<file path="src/rtl/cache_port_arbiter.sv">
// Round-robin sequencer sharing one cache request port among NUM_REQ clients.
// One transaction in flight at a time; saturating hit/miss counters.
module cache_port_arbiter #(
  parameter int NUM_REQ    = 4,
  parameter int ADDR_WIDTH = 16,
  parameter int DATA_WIDTH = 32,
  parameter int RSP_LAT    = 1,
  parameter int CNT_WIDTH  = 16
) (
  input  logic                             clk,
  input  logic                             rst,
  input  logic [NUM_REQ-1:0]               req_valid,
  output logic [NUM_REQ-1:0]               req_ready,
  input  logic [NUM_REQ-1:0]               req_rw,
  input  logic [NUM_REQ*ADDR_WIDTH-1:0]    req_addr,
  input  logic [NUM_REQ*DATA_WIDTH-1:0]    req_wdata,
  output logic [NUM_REQ-1:0]               rsp_valid,
  output logic [DATA_WIDTH-1:0]            rsp_rdata,
  output logic                             rsp_hit,
  output logic                             c_valid,
  output logic                             c_rw,
  output logic [ADDR_WIDTH-1:0]            c_addr,
  output logic [DATA_WIDTH-1:0]            c_wdata,
  input  logic                             c_ready,
  input  logic [DATA_WIDTH-1:0]            c_rdata,
  input  logic                             c_hit,
  output logic [$clog2(NUM_REQ)-1:0]       grant_id,
  output logic                             busy,
  output logic [CNT_WIDTH-1:0]             hit_count,
  output logic [CNT_WIDTH-1:0]             miss_count
);

  localparam int IDW = $clog2(NUM_REQ);
  localparam int LW  = 3;

  typedef enum logic [1:0] {IDLE, ISSUE, WAIT, RESP} state_t;

  state_t         state;
  logic [IDW-1:0] rr_ptr;
  logic [LW-1:0]  lat_cnt;
  logic [IDW-1:0] winner;
  logic [IDW-1:0] cand;
  logic           found;
  logic           any_req;

  // First pending requester at or above rr_ptr, wrapping.
  always_comb begin
    any_req = |req_valid;
    winner  = '0;
    cand    = '0;
    found   = 1'b0;
    for (int unsigned i = 0; i < NUM_REQ; i++) begin
      cand = IDW'((32'(rr_ptr) + i) % NUM_REQ);
      if (!found && req_valid[cand]) begin
        found  = 1'b1;
        winner = cand;
      end
    end
  end

  always_comb begin
    req_ready = '0;
    if (state == IDLE && !rst && any_req) req_ready[winner] = 1'b1;
  end

  assign busy = (state != IDLE);

  always_ff @(posedge clk) begin
    if (rst) begin
      state      <= IDLE;
      rr_ptr     <= '0;
      grant_id   <= '0;
      lat_cnt    <= '0;
      c_valid    <= 1'b0;
      c_rw       <= 1'b0;
      c_addr     <= '0;
      c_wdata    <= '0;
      rsp_valid  <= '0;
      rsp_rdata  <= '0;
      rsp_hit    <= 1'b0;
      hit_count  <= '0;
      miss_count <= '0;
    end else begin
      rsp_valid <= '0;
      case (state)
        IDLE: begin
          if (any_req) begin
            grant_id <= winner;
            c_rw     <= req_rw[winner];
            c_addr   <= req_addr[winner*ADDR_WIDTH +: ADDR_WIDTH];
            c_wdata  <= req_wdata[winner*DATA_WIDTH +: DATA_WIDTH];
            c_valid  <= 1'b1;
            state    <= ISSUE;
          end
        end
        ISSUE: begin
          if (c_ready) begin
            c_valid <= 1'b0;
            lat_cnt <= LW'(RSP_LAT);
            state   <= WAIT;
          end
        end
        WAIT: begin
          lat_cnt <= lat_cnt - LW'(1);
          if (lat_cnt == LW'(1)) begin
            rsp_rdata           <= c_rdata;
            rsp_hit             <= c_hit;
            rsp_valid[grant_id] <= 1'b1;
            state               <= RESP;
          end
        end
        RESP: begin
          if (rsp_hit) begin
            if (hit_count != '1) hit_count <= hit_count + CNT_WIDTH'(1);
          end else begin
            if (miss_count != '1) miss_count <= miss_count + CNT_WIDTH'(1);
          end
          rr_ptr <= (grant_id == IDW'(NUM_REQ - 1)) ? '0 : grant_id + IDW'(1);
          state  <= IDLE;
        end
        default: state <= IDLE;
      endcase
    end
  end

endmodule

</file>
<file path="config.mk">
export PLATFORM = sky130hd
export DESIGN_NAME = cache_port_arbiter
export DESIGN_NICKNAME = d
export VERILOG_FILES = /design/src/rtl/cache_port_arbiter.sv
export SDC_FILE = /design/constraint.sdc
export NUM_CORES = 1
export LEC_CHECK = 0
export ABC_AREA = 0
export CORE_UTILIZATION = 35
export DETAILED_ROUTE_END_ITERATION = 10
export PLACE_DENSITY = 0.74
export SETUP_SLACK_MARGIN = 0.1
export SYNTH_ARGS = -nofsm -noshare
export SYNTH_HDL_FRONTEND = slang
export SYNTH_SLANG_ARGS = --single-unit
</file>
<file path="constraint.sdc">
create_clock -name clk -period 3.55 [get_ports clk]
set_input_delay 0.71 -clock clk [delete_from_list [all_inputs] [get_ports clk]]
set_output_delay 0.71 -clock clk [all_outputs]
set_load 0.1 [all_outputs]
</file>
==> PnR_summary.wiki <==
{| class="wikitable"
! Metric !! Value
|-
| Area Growth Syn to Fin || 65.8%
|-
| Post-placement cell count || 1399
|-
| DR vias/cell || 5.37
|-
| Post-Syn Instances || 863
|-
| Count of distinct cell types in the synthesized netlist || 55
|-
| Cell area power density || 736 nW/um^2
|-
| Largest fanout of any net on the critical path || 4
|-
| IR drop worst, VDD || 0.000600 V
|-
| Leading register cell type out of synthesis || sky130_fd_sc_hd__dfxtp_1
|-
| Post-CTS Setup Repair Bufs || 0
|-
| Kind of end point of the critical path || output port
|-
| Class of the most critical hold timing path || flip-flop to flip-flop
|-
| Startpoint Class || input port
|-
| Pins Over Slew Limit || 0
|-
| Final setup vio count || 0
|-
| Critical path data required time || 2.84 ns
|-
| Startpoint of the lowest-slack register-to-register path || rr_ptr[1]
|-
| Max Cap Viol || 0
|-
| Htree depth || 4
|-
| Worst Path Class, Setup || input port to output port
|-
| Port bufs || 361
|-
| Number of placement rows || 49
|-
| RSZ-0062 raised after global routing || false
|-
| Wire length after detailed routing || 25.9 mm
|-
| TritonRoute pass-1 iters || 9
|-
| Total vias in the final route || 7706
|-
| Post-DP HPWL || 17.8 mm
|-
| Failing checks || DRC
|-
| PostCTS Resize Cnt || 0
|-
| Critical path launch point || req_valid[1]
|-
| Maximum number of pins on one net before global-route repair || 75
|-
| TritonCTS clock tree || done
|-
| Fraction of synthesized cell area taken by the top area cell type || 38.9%
|-
| Core area || 18200 sq um
|-
| Post-Synthesis Mean Instance Area || 7.64 sq um
|-
| Outcome || finished, violations left
|-
| Number of buffers inserted during clock tree synthesis || 17
|-
| Number of clock sinks || 128
|-
| Share of the clock period used by the worst path || 90.5%
|-
| Fin Clk Skew || 0.0126 ns
|-
| Fraction of the yosys area taken by sequential cells || 38.9%
|-
| Slew of the pin with the lowest slew margin || 1.02 ns
|-
| WP data arrival || 2.50 ns
|-
| Layout Utilization || 60.0%
|-
| Worst hold start || rsp_rdata[1]
|-
| Antenna violations before repair || 5
|-
| Number of synthesized flops with an enable pin || 0
|-
| Hold Vio Cnt, Final || 0
|-
| Final std cells w/o fill || 1435
|-
| Cell type with the highest aggregate area in the netlist || sky130_fd_sc_hd__dfxtp_1
|-
| Clock root buffer || sky130_fd_sc_hd__clkbuf_16
|-
| Fmax || 311 MHz
|-
| FFs w/ async S/R, synth || 0%
|-
| Slew HR || 31.8%
|-
| Final Power || 8.04 mW
|-
| Routability cong. || 0.894
|-
| Remaining number of nets flagged by the antenna check after routing || 0
|-
| IO Pins || 362
|-
| Clock latency reported for the late side of the worst-skew pair || 0.42 ns
|-
| Number of warnings reported in the yosys synthesis log || 0
|-
| Post-Synthesis Net Count || 1112
|-
| Hold-fix buffer count after cts || 0
|-
| Area enclosed by the die boundary || 19400 sq um
|-
| Overflow left after global routing || 0
|-
| Die H || 139 um
|-
| Effective utilization at floorplan || 36.2%
|-
| Top-count cell post-synth || sky130_fd_sc_hd__nand2_1
|-
| Cells taking the most area after synthesis || sky130_fd_sc_hd__dfxtp_1, sky130_fd_sc_hd__o21ai_0, sky130_fd_sc_hd__nand2_1
|-
| Number of global-route vias before repair || 7255
|-
| Leading cell types by count after synthesis || sky130_fd_sc_hd__nand2_1, sky130_fd_sc_hd__dfxtp_1, sky130_fd_sc_hd__o21ai_0
|-
| Maximum clock path buffer count || 2
|-
| Number of DRC markers in iteration 0 || 443
|-
| Number of design rule violations left after detail routing || 20
|-
| Post-layout net count || 1438
|-
| Horizontal die dimension || 139 um
|-
| Fraction of final layout cells sized beyond drive strength 1 || 7.40%
|-
| Clock-pin transition on the worst setup and hold timing paths || 0.06 ns
|-
| Wire length per cell || 18.0 um
|-
| Leakage dissipation || 4.05 nW
|-
| Minimum period implied by the final worst setup slack || 3.21 ns
|-
| Synthesis-stage register bit count || 128
|-
| Wire length of the first global-routing pass || 39.7 mm
|-
| Post-Syn Area || 6590 sq um
|-
| Total routing usage reported by global routing || 26.1%
|}
-- flip-flops by register name, indices dropped and copies added, names as in the netlist --
name / count
c_addr: 16
c_rw: 1
c_valid: 1
c_wdata: 32
grant_id: 2
hit_count: 16
lat_cnt: 3
miss_count: 16
rr_ptr: 2
rsp_hit: 1
rsp_rdata: 32
rsp_valid: 4
state: 2
-- power breakdown --
group	internal (mW)	switching (mW)	total, mW	leakage [nW]
clock network	1.05	0.681	1.73	0.276
logic	1.13	3.23	4.37	2.72
registers	1.75	0.183	1.94	1.05
total	3.94	4.10	8.04	4.05
-- final timing paths --
check        slack (ns)           end  cells past startpoint
max reg2reg        1.25    c_addr[15]                      6
max                0.34  req_ready[2]                      6
min reg2reg        0.45  rsp_rdata[1]                      2
min                0.45  rsp_rdata[1]                      2
-- area by class of cell --
type                       count  area (sq um)
inverter                      12          45.0
sequential                   128          2560
timing repair buffer         376          3720
antenna                        4          10.0
fill                        1719          7280
tap                          229           287
clock buffer                  19           443
multi-input combinational    654          3730
clock inverter                13           136
-- critical path, cell delays in order --
cell and delay, ns:
sky130_fd_sc_hd__clkdlybuf4s50_1 0.46, sky130_fd_sc_hd__nand2b_1 0.23, sky130_fd_sc_hd__o221ai_1 0.38, sky130_fd_sc_hd__nand3_2 0.21
sky130_fd_sc_hd__nor3_2 0.30, sky130_fd_sc_hd__buf_12 0.21
-- placed cells by master (no fill, tap or decap), types with 2 or more instances in the layout --
| cell | instances |
|---|---|
| sky130_fd_sc_hd__a21boi_1 | 49 |
| sky130_fd_sc_hd__o31ai_1 | 2 |
| sky130_fd_sc_hd__and4_4 | 2 |
| sky130_fd_sc_hd__nand2b_1 | 4 |
| sky130_fd_sc_hd__and2_1 | 3 |
| sky130_fd_sc_hd__mux2i_1 | 6 |
| sky130_fd_sc_hd__inv_1 | 11 |
| sky130_fd_sc_hd__a21oi_1 | 96 |
| sky130_fd_sc_hd__inv_6 | 2 |
| sky130_fd_sc_hd__nor2_4 | 2 |
| sky130_fd_sc_hd__clkdlybuf4s50_1 | 339 |
| sky130_fd_sc_hd__or3_1 | 4 |
| sky130_fd_sc_hd__xnor2_1 | 12 |
| sky130_fd_sc_hd__nor4_1 | 4 |
| sky130_fd_sc_hd__o21ai_0 | 106 |
| sky130_fd_sc_hd__nand4_1 | 7 |
| sky130_fd_sc_hd__ha_1 | 13 |
| sky130_fd_sc_hd__clkinvlp_4 | 4 |
| sky130_fd_sc_hd__nand2_1 | 132 |
| sky130_fd_sc_hd__clkinv_2 | 4 |
| sky130_fd_sc_hd__o2111ai_1 | 2 |
| sky130_fd_sc_hd__clkbuf_16 | 17 |
| sky130_fd_sc_hd__buf_12 | 4 |
| sky130_fd_sc_hd__o211ai_1 | 3 |
| sky130_fd_sc_hd__nor2b_1 | 3 |
| sky130_fd_sc_hd__nor3_2 | 2 |
| sky130_fd_sc_hd__nor3_1 | 8 |
| sky130_fd_sc_hd__diode_2 | 4 |
| sky130_fd_sc_hd__bufinv_16 | 2 |
| sky130_fd_sc_hd__xor2_1 | 9 |
| sky130_fd_sc_hd__and4_1 | 3 |
| sky130_fd_sc_hd__buf_4 | 32 |
| sky130_fd_sc_hd__nand3_1 | 59 |
| sky130_fd_sc_hd__a31oi_1 | 50 |
| sky130_fd_sc_hd__dfxtp_1 | 128 |
| sky130_fd_sc_hd__nor2_1 | 38 |
| sky130_fd_sc_hd__and3_1 | 9 |
-- routing by layer --
layer / track usage [%] / routed length (um) / vias to the layer above
li1: - / - / 3727
met1: 29.8 / 10100 / 3602
met2: 44.6 / 12900 / 326
met3: 8.02 / 2130 / 49
met4: 11.7 / 723 / 2
met5: 0 / 11 / -
-- stage by stage --
| stage | area [sq um] | setup TNS, ns | hold WS, ns | setup slack, ns |
|---|---|---|---|---|
| floorplan | 6600 | -0.247 | 0.454 | -0.123 |
| global route | 10900 | 0 | 0.466 | 0.236 |
| detailed placement | 10300 | 0 | 0.446 | 0.354 |
| global placement | 10300 | 0 | 0.442 | 0.416 |
| finish | 10900 | 0 | 0.452 | 0.336 |
| CTS | 10900 | 0 | 0.454 | 0.319 |
-- cell families (layout without fill, tap and decap cells) --
family	count (synthesis)	count (layout)	share of synthesized area [%]
multiplexers	8	8	1.25
XOR/XNOR	21	21	2.79
AO/OA/AOI/OAI	320	320	28.2
AND/OR/NAND/NOR	292	292	20.9
adder cells (fa/ha/maj)	13	13	2.47
buffers and inverters	81	420	5.47
flip-flops	128	128	38.9
other	0	4	0
(Power assumes the default switching activity.)
==> edit 1, RTL diff (same settings) <==
Reset style: asynchronous (`rst`), changed in one clocked block.
--- a/src/rtl/cache_port_arbiter.sv
+++ b/src/rtl/cache_port_arbiter.sv
@@ -66,5 +66,5 @@
   assign busy = (state != IDLE);
 
-  always_ff @(posedge clk) begin
+  always_ff @(posedge clk or posedge rst) begin
     if (rst) begin
       state      <= IDLE;
Check against the original RTL: differs if rst is asserted again (counterexample within 4 cycles, from zero or initial values and one cycle with rst high); with rst held inactive, the same outputs for 4 cycles.
==> edit 1 against the original RTL <==
  * Synthesized area increased by 11%
  * Sequential cell count unchanged
  * Cell area increased by 7.1%
  * Setup slack got worse by 0.036 ns
  * Wire length decreased by 7.6%
  * Power increased by 57%
  * Utilization decreased by 2.5 points
  * Global-route usage decreased by 3.7 points
  * Largest cell class unchanged
==> edit 1: results (changes against the original RTL) <==
stage	metric	value	unit	change
grt	antenna_found_initial	2		-3
route	dr_total_vias	6519		-15%
critical_path	r2r_slack	1.00	ns	-0.25 ns
hold_path	hold_path_end	lat_cnt[1]		
synthesis	muxShareOfSynthArea	0.124		+0.111
cells_and_area	fin_nets	1239		-14%
synthesis	synthesis.nets	889		-20%
hold_path	min_from	lat_cnt[1]		
route	m1WireLength	9.80	mm	-3.0%
route	drtIter0Drc	202		-54%
power	vdd_ir_drop_max	0.000830	V	+38%
synthesis	synth_most_common_cell	dfrtp_1		
route	wl_met3	1.81	mm	-15%
grt	grtUsageTotal	0.224		-0.0367
cells_and_area	fill_cells	1774		+3.2%
status	status	finished clean		
critical_path	r2r_end	c_addr[13]		
timing	whs	0.479	ns	+0.0266 ns
timing	max-slew-margin-rel	0.305		-0.0135
grt	use_met2	0.383		-0.0628
critical_path	cp.arrival	2.54	ns	+0.04 ns
power	power.density	1080	nW/um^2	+46%
synthesis	synthXorXnorAreaFrac	0.0336		+0.00567
synthesis	ys_types	49		-11%
timing	fin_skew	0.0125	ns	-0.0000426 ns
place	hpwl	17.6	mm	-1.1%
critical_path	cp_max_fo	26		+22
synthesis	syn_inst	641		-26%
grt	grt_use_met3	0.0647		-0.0155
route	highest_layer	met4		
cells_and_area	fin_cells	1277		-11%
grt	grt_pass1_wl	37.3	mm	-6.1%
grt	use_met1	0.271		-0.0267
route	drtPass1Iterations	4		-5
grt	grt_pass1_vias	6743		-7.1%
route	wl_met2	11.9	mm	-8.1%
cells_and_area	drive_above_1_share	0.210		+0.136
[edit 1: power by group]
| part | internal [W] | switching, W |
|---|---|---|
| combinational | 0.00240 | 0.00592 |
| sequential | 0.00205 | 0.000428 |
| clock | 0.00102 | 0.000804 |
[edit 1: worst max-delay path by stage]
stage,from,to,slack [ns],cells past startpoint
CTS,req_valid[0],req_ready[2],0.30,5
finish,req_valid[0],req_ready[2],0.30,5
global placement,req_valid[0],req_ready[0],0.34,5
floorplan,rst,req_ready[0],-0.52,2
global route,req_valid[0],req_ready[2],0.17,5
detailed placement,req_valid[0],req_ready[2],0.30,5
[edit 1: cell type report]
class | instances | area share
diodes | 3 | 0.000641
clock buffers | 17 | 0.0363
clock inverters | 15 | 0.0158
inverters | 18 | 0.00609
multi-input cells | 452 | 0.323
flip-flops and latches | 128 | 0.274
well taps | 270 | 0.0289
repair buffers | 374 | 0.316
[edit 1: critical path: stages]
cell             delay [ns]
clkdlybuf4s50_1        0.69
nor4_4                 0.13
nor2_4                 0.47
and3_2                 0.33
buf_12                 0.18
==> edit 2, RTL diff (config.mk and constraints unchanged) <==
Made on the original files. `CNT_WIDTH`: 16 -> 14.
--- a/src/rtl/cache_port_arbiter.sv
+++ b/src/rtl/cache_port_arbiter.sv
@@ -6,5 +6,5 @@
   parameter int DATA_WIDTH = 32,
   parameter int RSP_LAT    = 1,
-  parameter int CNT_WIDTH  = 16
+  parameter int CNT_WIDTH  = 14
 ) (
   input  logic                             clk,
Ports: changed (resized hit_count and miss_count); port bits go from 362 to 358. No check against the original RTL was run, so the function may have changed too.
==> edit 2 against the original RTL <==
  * First-iteration DRC count down 3.6%
  * Wire length down 4.7%
  * Cell area down 1.6%
  * Clock power up 3%
  * Synthesized area down 3.0%
  * Clock skew about the same
  * Setup slack worse by 0.10 ns
  * Sequential cell count down 4
  * Synthesized cell count down 2.4%
  * Worst hold slack worse by 0.0014 ns
  * Power up 1.7%
  * Combinational power up 3%
  * Utilization up 0.077 points
  * Sequential power down 2%
  * Critical endpoint is now req_ready[1]
==> edit 2: results (changes against the original RTL) <==
stage	metric	value	unit	change
status	status	finished clean		
critical_path	cp_max_fo	5		+1
synthesis	synth_compound_area_frac	0.223		-0.0595
synthesis	muxShareOfSynthArea	0.0127		+0.000197
grt	grtUsageTotal	0.254		-0.00689
cells_and_area	top_regs	c_wdata: 32 flops, rsp_rdata: 32 flops, c_addr: 16 flops		
grt	use_met2	0.412		-0.0338
synthesis	synth_area_leaders	dfxtp_1 39%, nand2_1 11%, a311o_1 7.8%, nor2_1 5.5%, a31oi_1 4.8%		
grt	antenna_found_initial	1		-4
cts	h-tree-depth	4		unchanged
place	hpwl	16.9	mm	-5.2%
cells_and_area	fin_nets	1414		-1.7%
critical_path	cp.arrival	2.61	ns	+0.11 ns
route	vias_per_cell	5.36		-0.16%
critical_path	max_stage_delay	0.56	ns	+0.10 ns
power	power_leakage	3.89	nW	-3.9%
synthesis	yosys.area_share.adder	0.0255		+0.000773
cells_and_area	drive_above_1_share	0.0730		-0.00104
power	vdd_ir_drop_max	0.000522	V	-13%
place	dpl_cell_area	10200	um^2	-1.8%
synthesis	synth_common_cells	180 x nand2_1, 124 x dfxtp_1, 94 x nor2_1, 58 x nand3_1, 50 x a311o_1		
route	m1WireLength	9.69	mm	-4.1%
timing	tightest_slew	1.03	ns	+0.00917 ns
place	pre_cts_slack	-0.0389	ns	-0.393 ns
grt	grt_pass1_wl	36.6	mm	-7.6%
route	dr_total_vias	7549		-2.0%
grt	grt_pass1_vias	6905		-4.8%
power	sw_frac_of_total	0.512		+0.00250
place	io_buffers	357		-1.1%
route	wl_met2	11.9	mm	-7.9%
grt	use_met1	0.301		+0.00311
place	gp_congestion	0.797		-11%
synthesis	synthesis.nets	1091		-1.9%
synthesis	yosysSeqAreaShare	0.388		about the same
grt	grt_use_met3	0.0789		-0.00129
power	combPwrFrac	0.551		+0.008
grt	grt_max_degree	67		-11%
timing	fin_skew	0.0129	ns	+0.000320 ns
route	highest_layer	met4		
timing	hold_violations	0		unchanged
route	drtPass1Iterations	5		-4
synthesis	synthXorXnorAreaFrac	0.0301		+0.00224
route	drtIter0Drc	427		-3.6%
synthesis	ys_async_sr_fraction	0		unchanged
route	wirelength	24.7	mm	-4.7%
## edit 2: final timing paths
path,start,to,slack (ns),cells past startpoint
max reg2reg,rr_ptr[1],c_wdata[4],0.89,6
min reg2reg,rsp_rdata[12],rsp_rdata[12],0.45,2
max,req_valid[0],req_ready[1],0.23,6
min,rsp_rdata[12],rsp_rdata[12],0.45,2
## edit 2: layout make-up
| cell class | instances | area [um^2] |
|---|---|---|
| timing repair buffer | 374 | 3700 |
| clock inverter | 14 | 158 |
| fill | 1607 | 7140 |
| antenna | 1 | 2.50 |
| inverter | 13 | 48.8 |
| sequential | 124 | 2480 |
| clock buffer | 18 | 439 |
| tap | 229 | 287 |
| multi-input combinational | 635 | 3640 |
## edit 2: repair_timing
item	CTS	global route
endpoints found under the setup margin	2	0
endpoints found under the hold margin	0	0
gates resized for setup	1	0
## edit 2: critical path, delay by kind of cell
kind            cells  cell delay (ns)
compound gates      1             0.42
simple gates        3             0.69
buf+inv             2             0.78
